`src/rtl/vga_timing_ctrl.sv`:
```
// 640x480@60 VGA raster timing generator with a frame-aligned test-pattern scheduler.
// All outputs are registered and decoded from the next raster position, so they never skew.
module vga_timing_ctrl #(
   parameter int H_VISIBLE          = 640,
   parameter int H_FRONT            = 16,
   parameter int H_SYNC             = 96,
   parameter int H_BACK             = 48,
   parameter int V_VISIBLE          = 480,
   parameter int V_FRONT            = 10,
   parameter int V_SYNC             = 2,
   parameter int V_BACK             = 33,
   parameter int SYNC_POL           = 0,
   parameter int NUM_PATTERNS       = 4,
   parameter int FRAMES_PER_PATTERN = 60
) (
   input  logic        clk_i,
   input  logic        reset_i,
   input  logic        pix_en_i,
   input  logic        hold_i,
   output logic [9:0]  column_o,
   output logic [9:0]  row_o,
   output logic        hsync_o,
   output logic        vsync_o,
   output logic        visible_o,
   output logic        frame_start_o,
   output logic [3:0]  pattern_o,
   output logic [15:0] frame_count_o
);

   localparam int HT = H_VISIBLE + H_FRONT + H_SYNC + H_BACK;
   localparam int VT = V_VISIBLE + V_FRONT + V_SYNC + V_BACK;

   localparam logic [9:0]  H_LAST   = 10'(HT - 1);
   localparam logic [9:0]  V_LAST   = 10'(VT - 1);
   localparam logic [9:0]  H_VIS    = 10'(H_VISIBLE);
   localparam logic [9:0]  V_VIS    = 10'(V_VISIBLE);
   localparam logic [9:0]  HS_FIRST = 10'(H_VISIBLE + H_FRONT);
   localparam logic [9:0]  HS_LAST  = 10'(H_VISIBLE + H_FRONT + H_SYNC - 1);
   localparam logic [9:0]  VS_FIRST = 10'(V_VISIBLE + V_FRONT);
   localparam logic [9:0]  VS_LAST  = 10'(V_VISIBLE + V_FRONT + V_SYNC - 1);
   localparam logic        SYNC_ACT = 1'(SYNC_POL);
   localparam logic [3:0]  PAT_LAST = 4'(NUM_PATTERNS - 1);
   localparam logic [15:0] FPC_LAST = 16'(FRAMES_PER_PATTERN - 1);

   logic [9:0]  col_nxt;
   logic [9:0]  row_nxt;
   logic        frame_entry;
   logic [15:0] fpc;

   // NOTE: every output of a combinational block gets a default first, so no path can infer a latch.
   always_comb begin
      col_nxt = column_o + 10'd1;
      row_nxt = row_o;
      if (column_o == H_LAST) begin
         col_nxt = '0;
         row_nxt = (row_o == V_LAST) ? '0 : row_o + 10'd1;
      end
   end

   assign frame_entry = pix_en_i && (column_o == H_LAST) && (row_o == V_LAST);

   // NOTE: state registers use non-blocking assignments so every register samples pre-edge values.
   always_ff @(posedge clk_i or posedge reset_i) begin
      if (reset_i) begin
         column_o      <= H_LAST;
         row_o         <= V_LAST;
         hsync_o       <= ~SYNC_ACT;
         vsync_o       <= ~SYNC_ACT;
         visible_o     <= 1'b0;
         frame_start_o <= 1'b0;
         pattern_o     <= '0;
         frame_count_o <= '0;
         fpc           <= '0;
      end else begin
         // Strobe follows the entry edge only, independent of later pix_en_i.
         frame_start_o <= frame_entry;
         if (pix_en_i) begin
            column_o  <= col_nxt;
            row_o     <= row_nxt;
            visible_o <= (col_nxt < H_VIS) && (row_nxt < V_VIS);
            hsync_o   <= (col_nxt >= HS_FIRST && col_nxt <= HS_LAST) ? SYNC_ACT : ~SYNC_ACT;
            vsync_o   <= (row_nxt >= VS_FIRST && row_nxt <= VS_LAST) ? SYNC_ACT : ~SYNC_ACT;
         end
         if (frame_entry) begin
            frame_count_o <= frame_count_o + 16'd1;
            if (!hold_i) begin
               if (fpc == FPC_LAST) begin
                  fpc       <= '0;
                  pattern_o <= (pattern_o == PAT_LAST) ? '0 : pattern_o + 4'd1;
               end else begin
                  fpc <= fpc + 16'd1;
               end
            end
         end
      end
   end

endmodule

```
`config.mk`:
```
export PLATFORM = sky130hd
export DESIGN_NAME = vga_timing_ctrl
export DESIGN_NICKNAME = d
export VERILOG_FILES = /design/src/rtl/vga_timing_ctrl.sv
export SDC_FILE = /design/constraint.sdc
export NUM_CORES = 1
export LEC_CHECK = 0
export CAP_MARGIN = 10
export CORE_MARGIN = 1.5
export CORE_UTILIZATION = 35
export DETAILED_ROUTE_END_ITERATION = 12
export GPL_TIMING_DRIVEN = 0
export SLEW_MARGIN = 0
export SYNTH_ARGS = -nofsm -noshare
export SYNTH_HDL_FRONTEND = slang
export SYNTH_SLANG_ARGS = --single-unit
export TNS_END_PERCENT = 100
```
`constraint.sdc`:
```
create_clock -name clk_i -period 3.2 [get_ports clk_i]
set_input_delay 0.64 -clock clk_i [delete_from_list [all_inputs] [get_ports clk_i]]
set_output_delay 0.64 -clock clk_i [all_outputs]
set_load 0.05 [all_outputs]
```
==> results.json, run 1 <==
{
  "status": "completed",
  "clock_skew_ns": 0.00868,
  "ff2ff_setup_slack_ns": 0.44,
  "final_nets": 401,
  "gr-total-overflow": 0,
  "synth_cell_types": 52,
  "p_leak_nw": 1.65,
  "synth_flop_cell": "dfrtp_1",
  "grtUsageTotal_pct": 15.8,
  "slew_headroom_pct": 47.9,
  "hold_end": "frame_count_o[15]$_DFFE_PP0P_",
  "synth_seq_area_share_pct": 46.8,
  "grt_pass1_vias": 2525,
  "final.setup.worst_slack_ns": 0.441,
  "ff_latch_area_um2": 1520,
  "setup_viol_count_final": 0,
  "drive_above_1_share_pct": 12.4,
  "finalCritPeriodShare_pct": 86.2,
  "maxSlewViolCount": 0,
  "cts.sinks": 60,
  "vias_per_cell": 5.29,
  "rsz0062_at_grt": "false",
  "cp_max_fo": 8,
  "power.density_nw_per_um2": 483,
  "grtUsageMet2_pct": 25.1,
  "antenna_found_initial": 0,
  "ant_nets": 0,
  "dieArea_um2": 9850,
  "place_hpwl_mm": 5.20,
  "tightestPinTransition_ns": 0.780,
  "syn_to_final_growth_pct": 24.5,
  "hold_path_class": "reg -> reg",
  "startpoint_type": "flop",
  "routed-via-count": 2661,
  "ir_drop_mv": 0.412,
  "grt_max_degree": 37,
  "hold_viol_final": 0,
  "diodes": 0,
  "die_h_um": 99.2,
  "reg2reg_to": "visible_o$_DFFE_PP0P_",
  "clock_path_buffers": 2,
  "cap_violations": 0,
  "crit_type": "reg -> reg",
  "busiest_layer": "met2",
  "routedWlPerCell_um": 14.6,
  "crit_arrival_ns": 2.96,
  "syn_area_um2": 3240,
  "io_buffers": 46,
  "met1_usage_pct": 21.1,
  "htree_levels": 3,
  "required_ns": 3.40,
  "fin_crit_ns": 2.76,
  "start_util_pct": 36.6,
  "synthCells": 332,
  "grt_pass1_wl_mm": 12.4,
  "io_pins": 48,
  "yosysWarnings": 0,
  "cts_buffers": 9,
  "ys_seq_elements": 60,
  "clk_latency_ns": 0.34,
  "avgSynthCellArea_um2": 9.76,
  "fmax_mhz": 362,
  "cts_root_buf": "clkbuf_8",
  "cts_tree": "built",
  "fillers": 880,
  "use_met3_pct": 4.36,
  "cts_setup_buffers": 0,
  "holdPathStages": 1,
  "hp-start": "frame_count_o[15]$_DFFE_PP0P_",
  "clk_pin_slew_ns": 0.08,
  "route.detailed.drc": 0,
  "place_ws_ns": 0.289,
  "worstSetupEndpointType": "flop",
  "synth_edf_count": 0,
  "rows": 34,
  "coreArea_um2": 8850,
  "synth_nets": 343,
  "stdcell_count": 503,
  "dieWidth_um": 99.2,
  "ys_async_sr_fraction_pct": 100,
  "place_inst": 487,
  "wl_mm": 7.32,
  "dr.pass1.iters": 6,
  "gp_congestion": 0.883,
  "rr_worst_depth": 7,
  "worstReg2RegStart": "column_o[1]$_DFFE_PP1P_",
  "multiInputGateArea_um2": 1620,
  "drt_iter0_drc": 86,
  "final_core_util_pct": 45.6
}
==> worst max-delay path: stages (launching register included) <==
cell       delay, ns
dfstp_2         0.61
ha_1            0.26
and4_1          0.32
nand3_1         0.32
nor2_1          0.22
xnor2_1         0.08
a2111oi_1       0.63
o32ai_1         0.19
==> per-stage QoR <==
stage                     power [mW]  area (µm²)  hold WS, ns  setup TNS (ns)
after floorplan                 1.21        3240        0.446               0
after global placement          1.33        3840        0.460           -4.27
after detailed placement        1.34        3860        0.464               0
after CTS                       1.97        4030        0.478               0
after global routing            2.04        4030        0.497               0
final                           1.95        4030        0.472               0
==> synth_stat cells (6+ instances only) <==
| library cell | count | area, µm² |
|---|---|---|
| a21oi_1 | 9 | 45.0 |
| and3_1 | 8 | 50.1 |
| clkbuf_1 | 9 | 33.8 |
| dfrtp_1 | 48 | 1200 |
| dfstp_2 | 12 | 315 |
| ha_1 | 7 | 87.6 |
| inv_1 | 9 | 33.8 |
| nand2_1 | 35 | 131 |
| nand3_1 | 29 | 145 |
| nand4_1 | 10 | 62.6 |
| nor2_1 | 22 | 82.6 |
| nor3_1 | 8 | 40.0 |
| o21ai_0 | 24 | 120 |
| xnor2_1 | 29 | 254 |
| xor2_1 | 6 | 52.6 |
==> sequential cells by signal, summed over array words and instances (netlist names) <==
signal / flops
fpc: 16
frame_count_o: 16
column_o: 10
row_o: 10
pattern_o: 4
frame_start_o: 1
hsync_o: 1
visible_o: 1
vsync_o: 1
==> final cells by class <==
| cell class | instances | area share [%] |
|---|---|---|
| Buffer | 15 | 1.89 |
| Clock buffer | 9 | 3.07 |
| Clock inverter | 7 | 1.30 |
| Inverter | 9 | 0.837 |
| Multi-Input combinational cell | 248 | 40.0 |
| Sequential cell | 60 | 37.6 |
| Tap cell | 108 | 3.35 |
| Timing Repair Buffer | 47 | 11.9 |
==> how the worst max path moves through the flow <==
stage | startpoint | to | slack, ns
after floorplan | row_o[0]$_DFFE_PP0P_ | pattern_o[1]$_DFFE_PP0P_ | 0.65
after global placement | reset_i | frame_count_o[10]$_DFFE_PP0P_ | -0.09
after detailed placement | column_o[1]$_DFFE_PP1P_ | visible_o$_DFFE_PP0P_ | 0.29
after CTS | column_o[1]$_DFFE_PP1P_ | visible_o$_DFFE_PP0P_ | 0.27
after global routing | column_o[0]$_DFFE_PP1P_ | visible_o$_DFFE_PP0P_ | 0.19
final | column_o[1]$_DFFE_PP1P_ | visible_o$_DFFE_PP0P_ | 0.44
==> where the power goes <==
part	total (mW)	leakage [nW]	internal, mW	switching, mW
clock network	0.619	0.0896	0.284	0.335
logic	0.445	0.770	0.149	0.295
registers	0.885	0.788	0.825	0.0598
total	1.95	1.65	1.26	0.690
==> repair_timing <==
action	CTS	global route
resized for setup	0	1
endpoints found under the setup margin	0	1
hold buffers	0	0
==> placed cells by master (no fill, tap or decap), types with 2 or more instances in the layout <==
master	n
nor3_1	8
nor2b_1	4
mux2i_1	3
nand2_1	35
xnor2_1	29
nand3b_1	2
clkdlybuf4s50_1	46
nand4_1	10
clkbuf_1	9
or3_1	2
inv_1	8
nand3_1	29
buf_6	2
nand2b_1	3
buf_2	4
clkbuf_8	9
dfstp_2	12
and2_1	2
dfrtp_1	48
clkinv_4	3
and3_1	8
or4_1	2
a21oi_1	9
clkinv_2	2
and4_1	3
a22oi_1	2
mux2_2	4
nor4_1	4
o21ai_0	24
o31ai_1	4
a31oi_1	4
ha_1	7
nor2_1	22
xor2_1	6
==> routing by layer <==
metal,vias up,share of wire (%)
met5,-,0
met4,0,0.81
met3,6,4.7
met2,66,47
met1,1284,47
li1,1305,-
==> cell families after synthesis <==
| logic type | count (synthesis) | synth area share (%) |
|---|---|---|
| xor+xnor | 35 | 9.46 |
| fa+ha+maj | 7 | 2.70 |
| buf+inv | 24 | 3.40 |
| mux | 7 | 2.32 |
| compound gates | 53 | 9.81 |
| flops | 60 | 46.8 |
| simple gates | 146 | 25.5 |
Note: power is estimated with default switching activity, not from simulation.
==> inputs of run 2 (changes only) <==
--- a/config.mk
+++ b/config.mk
@@ -6,9 +6,10 @@
 export NUM_CORES = 1
 export LEC_CHECK = 0
 export CAP_MARGIN = 10
-export CORE_MARGIN = 1.5
+export CORE_MARGIN = 2
 export CORE_UTILIZATION = 35
 export DETAILED_ROUTE_END_ITERATION = 12
+export DONT_BUFFER_PORTS = 1
 export GPL_TIMING_DRIVEN = 0
 export SLEW_MARGIN = 0
 export SYNTH_ARGS = -nofsm -noshare
==> run 2 against run 1 <==
Combinational power is 54% lower. Clock skew is 0.0032 ns lower. Cell count is 8.5% lower. Wire length is 4.0% lower. Cell area is 11% lower. Flip-flop and latch count stayed put. Critical endpoint unchanged. Largest power group unchanged.
==> results.json, run 2 (synthesized netlist as in run 1, its figures left out) <==
{
  "status": "completed",
  "gp_congestion": 0.867,
  "tightestPinTransition_ns": 0.679,
  "path_cells": "ha_1, and4_1, nand3_1, nor2_1, xnor2_1, a2111oi_1, o32ai_1",
  "cts.sinks": 60,
  "layout_commonest_cell": "dfrtp_1",
  "cts_root_buf": "clkbuf_8",
  "setup_viol_count_final": 0,
  "dieArea_um2": 10000,
  "dr.pass1.iters": 6,
  "cts_buffers": 9,
  "rr_worst_depth": 7,
  "whs_ns": 0.215,
  "p_clk_share_pct": 35.8,
  "routed-via-count": 2497,
  "clk_latency_ns": 0.34,
  "final_cell_mix": "dfrtp_1 (48), nand2_1 (35), xnor2_1 (29), nand3_1 (29), o21ai_0 (24)",
  "critPathTopFamily": "compound AO/OA/AOI/OAI gates",
  "final.setup.worst_slack_ns": 0.218,
  "required_ns": 3.40,
  "worstSetupEndpointType": "flop",
  "p_sw_share_pct": 34.6,
  "grt_pass1_wl_mm": 12.0,
  "startpoint_type": "flop",
  "place_ws_ns": 0.146,
  "ff2ff_setup_slack_ns": 0.22,
  "cap_violations": 0,
  "io_pins": 48,
  "final_nets": 355,
  "totalPowerFinal_mw": 1.94,
  "drive_above_1_share_pct": 14.0,
  "finalCritPeriodShare_pct": 93.2,
  "reg2reg_to": "visible_o$_DFFE_PP0P_",
  "antenna_found_initial": 0,
  "cp_max_fo": 8,
  "p_leak_nw": 1.49,
  "cp_slowest_cell": "dfstp_2",
  "worstReg2RegStart": "column_o[1]$_DFFE_PP1P_",
  "stdcell_count": 460,
  "syn_to_final_growth_pct": 11.1,
  "gr-total-overflow": 0,
  "hold_path_class": "in -> async",
  "worst-path-stages": 7,
  "wl_mm": 7.03,
  "crit_path_start": "column_o[1]$_DFFE_PP1P_",
  "hold_viol_final": 0,
  "intPower_mw": 1.27,
  "power.density_nw_per_um2": 539,
  "clock_skew_ns": 0.00547,
  "cts_setup_buffers": 0,
  "critPathMaxStageDelay_ns": 0.76,
  "setup_tns_ns": 0,
  "multiInputGateArea_um2": 1620,
  "dieWidth_um": 100,
  "power_frac_comb_pct": 10.5,
  "switching_power_mw": 0.672,
  "htree_levels": 3,
  "cts_tree": "built",
  "crit_arrival_ns": 3.18,
  "rows": 35,
  "rsz0062_at_grt": "false",
  "slew_headroom_pct": 54.6,
  "ant_nets": 0,
  "critPathCapture": "visible_o$_DFFE_PP0P_",
  "routedWlPerCell_um": 15.3,
  "route.detailed.drc": 0,
  "grt_max_degree": 39,
  "grtUsageTotal_pct": 15.1,
  "die_h_um": 100,
  "grt_pass1_vias": 2411,
  "start_util_pct": 35.6,
  "ir_drop_mv": 0.476,
  "clock_path_buffers": 2,
  "reg.largest.list": "fpc: 16 flops, frame_count_o: 16 flops",
  "ff_latch_area_um2": 1520,
  "seqPwrFrac_pct": 53.7,
  "io_buffers": 0,
  "drt_iter0_drc": 68,
  "crit_type": "reg -> reg",
  "fmax_mhz": 335,
  "vias_per_cell": 5.43,
  "worst-path-buf-inv": 0,
  "fillers": 904,
  "fin_crit_ns": 2.98,
  "clk_pin_slew_ns": 0.07,
  "coreArea_um2": 9110,
  "place_hpwl_mm": 5.11,
  "maxSlewViolCount": 0,
  "place_inst": 444,
  "diodes": 0
}
## run 2: changes by cell type in the layout (fill, tap and decap cells not counted)
cell	before	now
clkinvlp_4	1	2
clkdlybuf4s50_1	46	0
clkinv_4	3	2
bufinv_16	0	1
clkinv_2	2	1
## run 2: final cells by class
class	count	share of cell area [%]
Multi-Input combinational cell	248	44.9
Sequential cell	60	42.1
Tap cell	111	3.86
Clock buffer	9	3.44
Clock inverter	7	2.12
Buffer	15	2.12
Inverter	9	0.938
Timing Repair Buffer	1	0.556
## run 2: worst reg2reg max path: cells and delay by family, from the launching register on
kind | cells | cell delay, ns
xor gates and xnor gates | 1 | 0.08
adders and majority gates | 1 | 0.32
AOI/OAI and AO/OA | 2 | 0.85
and+or+nand+nor | 3 | 0.84
DFF | 1 | 0.76
## run 2: power groups by stage
stage,clock network [mW],registers (mW),logic [mW]
after floorplan,0,1.04,0.167
after global placement,0,1.06,0.196
after detailed placement,0,1.06,0.203
after CTS,0.724,1.04,0.204
after global routing,0.755,1.05,0.233
final,0.695,1.04,0.203
## run 2: worst min path at each step
| stage | end | cells after the start | startpoint |
|---|---|---|---|
| floorplan | fpc[15]$_DFFE_PP0P_ | 1 | fpc[15]$_DFFE_PP0P_ |
| global placement | fpc[15]$_DFFE_PP0P_ | 1 | fpc[15]$_DFFE_PP0P_ |
| detailed placement | fpc[15]$_DFFE_PP0P_ | 1 | fpc[15]$_DFFE_PP0P_ |
| CTS | pattern_o[0]$_DFFE_PP0P_ | 1 | reset_i |
| global route | frame_count_o[15]$_DFFE_PP0P_ | 1 | reset_i |
| finish | row_o[7]$_DFFE_PP0P_ | 1 | reset_i |
## run 2: stage by stage
stage	util, %	cell area, µm²
global route	39.5	3600
floorplan	-	3240
CTS	39.5	3600
detailed placement	37.3	3400
global placement	37.1	3380
finish	39.5	3600
## run 2: repair_timing
action,in CTS,in global routing
hold buffers,0,0
endpoints found under the setup margin,0,2
resized for setup,0,1
## run 2: metal layers
| metal | part of all wire [%] | track usage (%) | up-vias |
|---|---|---|---|
| met4 | 1.7 | 6.01 | 0 |
| met1 | 44 | 18.7 | 1207 |
| met2 | 48 | 24.2 | 57 |
| met5 | 0 | 0 | - |
| li1 | - | - | 1219 |
| met3 | 6.7 | 5.43 | 14 |
==> inputs of run 3 (changes only) <==
--- a/config.mk
+++ b/config.mk
@@ -11,7 +11,7 @@
 export DETAILED_ROUTE_END_ITERATION = 12
 export DONT_BUFFER_PORTS = 1
 export GPL_TIMING_DRIVEN = 0
-export SLEW_MARGIN = 0
+export SLEW_MARGIN = 20
 export SYNTH_ARGS = -nofsm -noshare
 export SYNTH_HDL_FRONTEND = slang
 export SYNTH_SLANG_ARGS = --single-unit
==> run 3 against run 2 <==
Non-clock buffer count is the same. Via count shrank 0.72%. Worst setup slack lost 0.0091 ns. Global-route usage grew 0.069 points. First-iteration DRC count grew 46%. Cell count is the same. Cell area grew 0.24%. Combinational power is essentially flat. Clock skew grew 0.0069 ns. Count of clock-buffer cells in the layout is the same.
==> results.json, run 3 (synthesized netlist as in run 1, its figures left out) <==
{
  "grtUsageTotal_pct": 15.2,
  "place_hpwl_mm": 5.08,
  "cp_slowest_cell": "dfstp_2",
  "fin_crit_ns": 2.99,
  "io_buffers": 0,
  "maxSlewViolCount": 0,
  "cts_tree": "built",
  "startpoint_type": "flop",
  "grt_pass1_wl_mm": 12.1,
  "final_core_util_pct": 39.6,
  "power.density_nw_per_um2": 538,
  "routed-via-count": 2479,
  "crit_type": "reg -> reg",
  "critPathMaxStageDelay_ns": 0.76,
  "ir_drop_mv": 0.589,
  "io_pins": 48,
  "cts_root_buf": "clkbuf_8",
  "final_nets": 355,
  "cp_max_fo": 8,
  "cts_buffers": 9,
  "syn_to_final_growth_pct": 11.4,
  "antenna_found_initial": 0,
  "gr-total-overflow": 0,
  "clock_path_buffers": 2,
  "dieArea_um2": 10000,
  "rows": 35,
  "finalCritPeriodShare_pct": 93.5,
  "rsz0062_at_grt": "false",
  "grt_pass1_vias": 2416,
  "reg.largest.list": "fpc: 16 flops, frame_count_o: 16 flops",
  "path_cells": "ha_1, and4_1, nand3_1, nor2_1, xnor2_1, a2111oi_1, o32ai_1",
  "start_util_pct": 35.6,
  "die_h_um": 100,
  "fmax_mhz": 334,
  "p_leak_nw": 1.50,
  "required_ns": 3.40,
  "clock_skew_ns": 0.0124,
  "final_cell_mix": "dfrtp_1 (48), nand2_1 (35), xnor2_1 (29), nand3_1 (29), o21ai_0 (24)",
  "coreArea_um2": 9110,
  "worstSetupEndpointType": "flop",
  "dr.pass1.iters": 4,
  "gp_congestion": 0.867,
  "vias_per_cell": 5.39,
  "cts.sinks": 60,
  "grt_max_degree": 55,
  "htree_levels": 3,
  "crit_arrival_ns": 3.19,
  "cap_violations": 0,
  "route.detailed.drc": 0,
  "rr_worst_depth": 7,
  "setup_viol_count_final": 0,
  "whs_ns": 0.0521,
  "tightestPinTransition_ns": 0.700,
  "ant_nets": 0,
  "status": "completed",
  "drt_iter0_drc": 99,
  "totalPowerFinal_mw": 1.94,
  "hold_path_class": "in -> async",
  "slew_headroom_pct": 53.3,
  "hold_viol_final": 0,
  "wl_mm": 7.23,
  "drive_above_1_share_pct": 14.0,
  "clk_latency_ns": 0.34,
  "layout_commonest_cell": "dfrtp_1",
  "setup_tns_ns": 0,
  "routedWlPerCell_um": 15.7,
  "fillers": 904,
  "dieWidth_um": 100,
  "clk_pin_slew_ns": 0.07,
  "diodes": 0
}
[run 3: cell types whose count changed in the layout (fill, tap and decap cells not counted)]
cell        change
clkinvlp_4      -2
buf_12          -1
buf_16          +1
clkinv_2        +1
clkinv_4        +1
inv_2           -1
inv_4           +1
[run 3: area by class of cell]
type | count | area, µm² | area share, %
Clock inverter | 7 | 75.1 | 2.08
Tap cell | 111 | 139 | 3.85
Clock buffer | 9 | 124 | 3.43
Buffer | 15 | 76.3 | 2.11
Sequential cell | 60 | 1520 | 42.0
Inverter | 9 | 36.3 | 1.01
Multi-Input combinational cell | 248 | 1620 | 44.7
Timing Repair Buffer | 1 | 27.5 | 0.763
[run 3: path summary, 6_finish.rpt]
path | startpoint | end | slack (ns)
min in group clk_i | fpc[15]$_DFFE_PP0P_ | fpc[15]$_DFFE_PP0P_ | 0.48
max in group asynchronous | reset_i | column_o[9]$_DFFE_PP1P_ | 2.61
min | reset_i | row_o[7]$_DFFE_PP0P_ | 0.05
min reg2reg | fpc[15]$_DFFE_PP0P_ | fpc[15]$_DFFE_PP0P_ | 0.48
max reg2reg | column_o[1]$_DFFE_PP1P_ | visible_o$_DFFE_PP0P_ | 0.21
max | column_o[1]$_DFFE_PP1P_ | visible_o$_DFFE_PP0P_ | 0.21
[run 3: per-layer routing]
| layer | vias to the layer above | part of all wire, % | track usage, % |
|---|---|---|---|
| li1 | 1206 | - | - |
| met1 | 1193 | 44 | 19.3 |
| met2 | 71 | 48 | 24.0 |
| met3 | 9 | 7.3 | 5.92 |
| met4 | 0 | 1.0 | 4.53 |
| met5 | - | 0 | 0 |
[run 3: per-stage QoR]
step | setup WS [ns] | instance area, µm² | instances
final | 0.209 | 3610 | 460
after global routing | 0.0279 | 3610 | 460
after CTS | 0.132 | 3610 | 460
after detailed placement | 0.141 | 3410 | 444
after global placement | 0.0665 | 3380 | 443
after floorplan | 0.654 | 3240 | 332
[run 3: critical path, delay by kind of cell, from the launching register on]
kind / cells / cell delay, ns
DFF: 1 / 0.76
xor gates and xnor gates: 1 / 0.08
AOI/OAI and AO/OA: 2 / 0.85
and+or+nand+nor: 3 / 0.85
adders and majority gates: 1 / 0.31
[run 3: what timing repair did]
| action | in CTS | in global routing |
|---|---|---|
| setup endpoints to repair | 0 | 2 |
| buffers inserted | 0 | 0 |
| gates resized for setup | 0 | 1 |
| hold buffers | 0 | 0 |
[run 3: power by group]
group / internal [mW] / switching [mW] / leakage (nW)
Clock: 0.363 / 0.332 / 0.104
Combinational: 0.0787 / 0.124 / 0.609
Sequential: 0.828 / 0.215 / 0.788
Total: 1.27 / 0.672 / 1.50
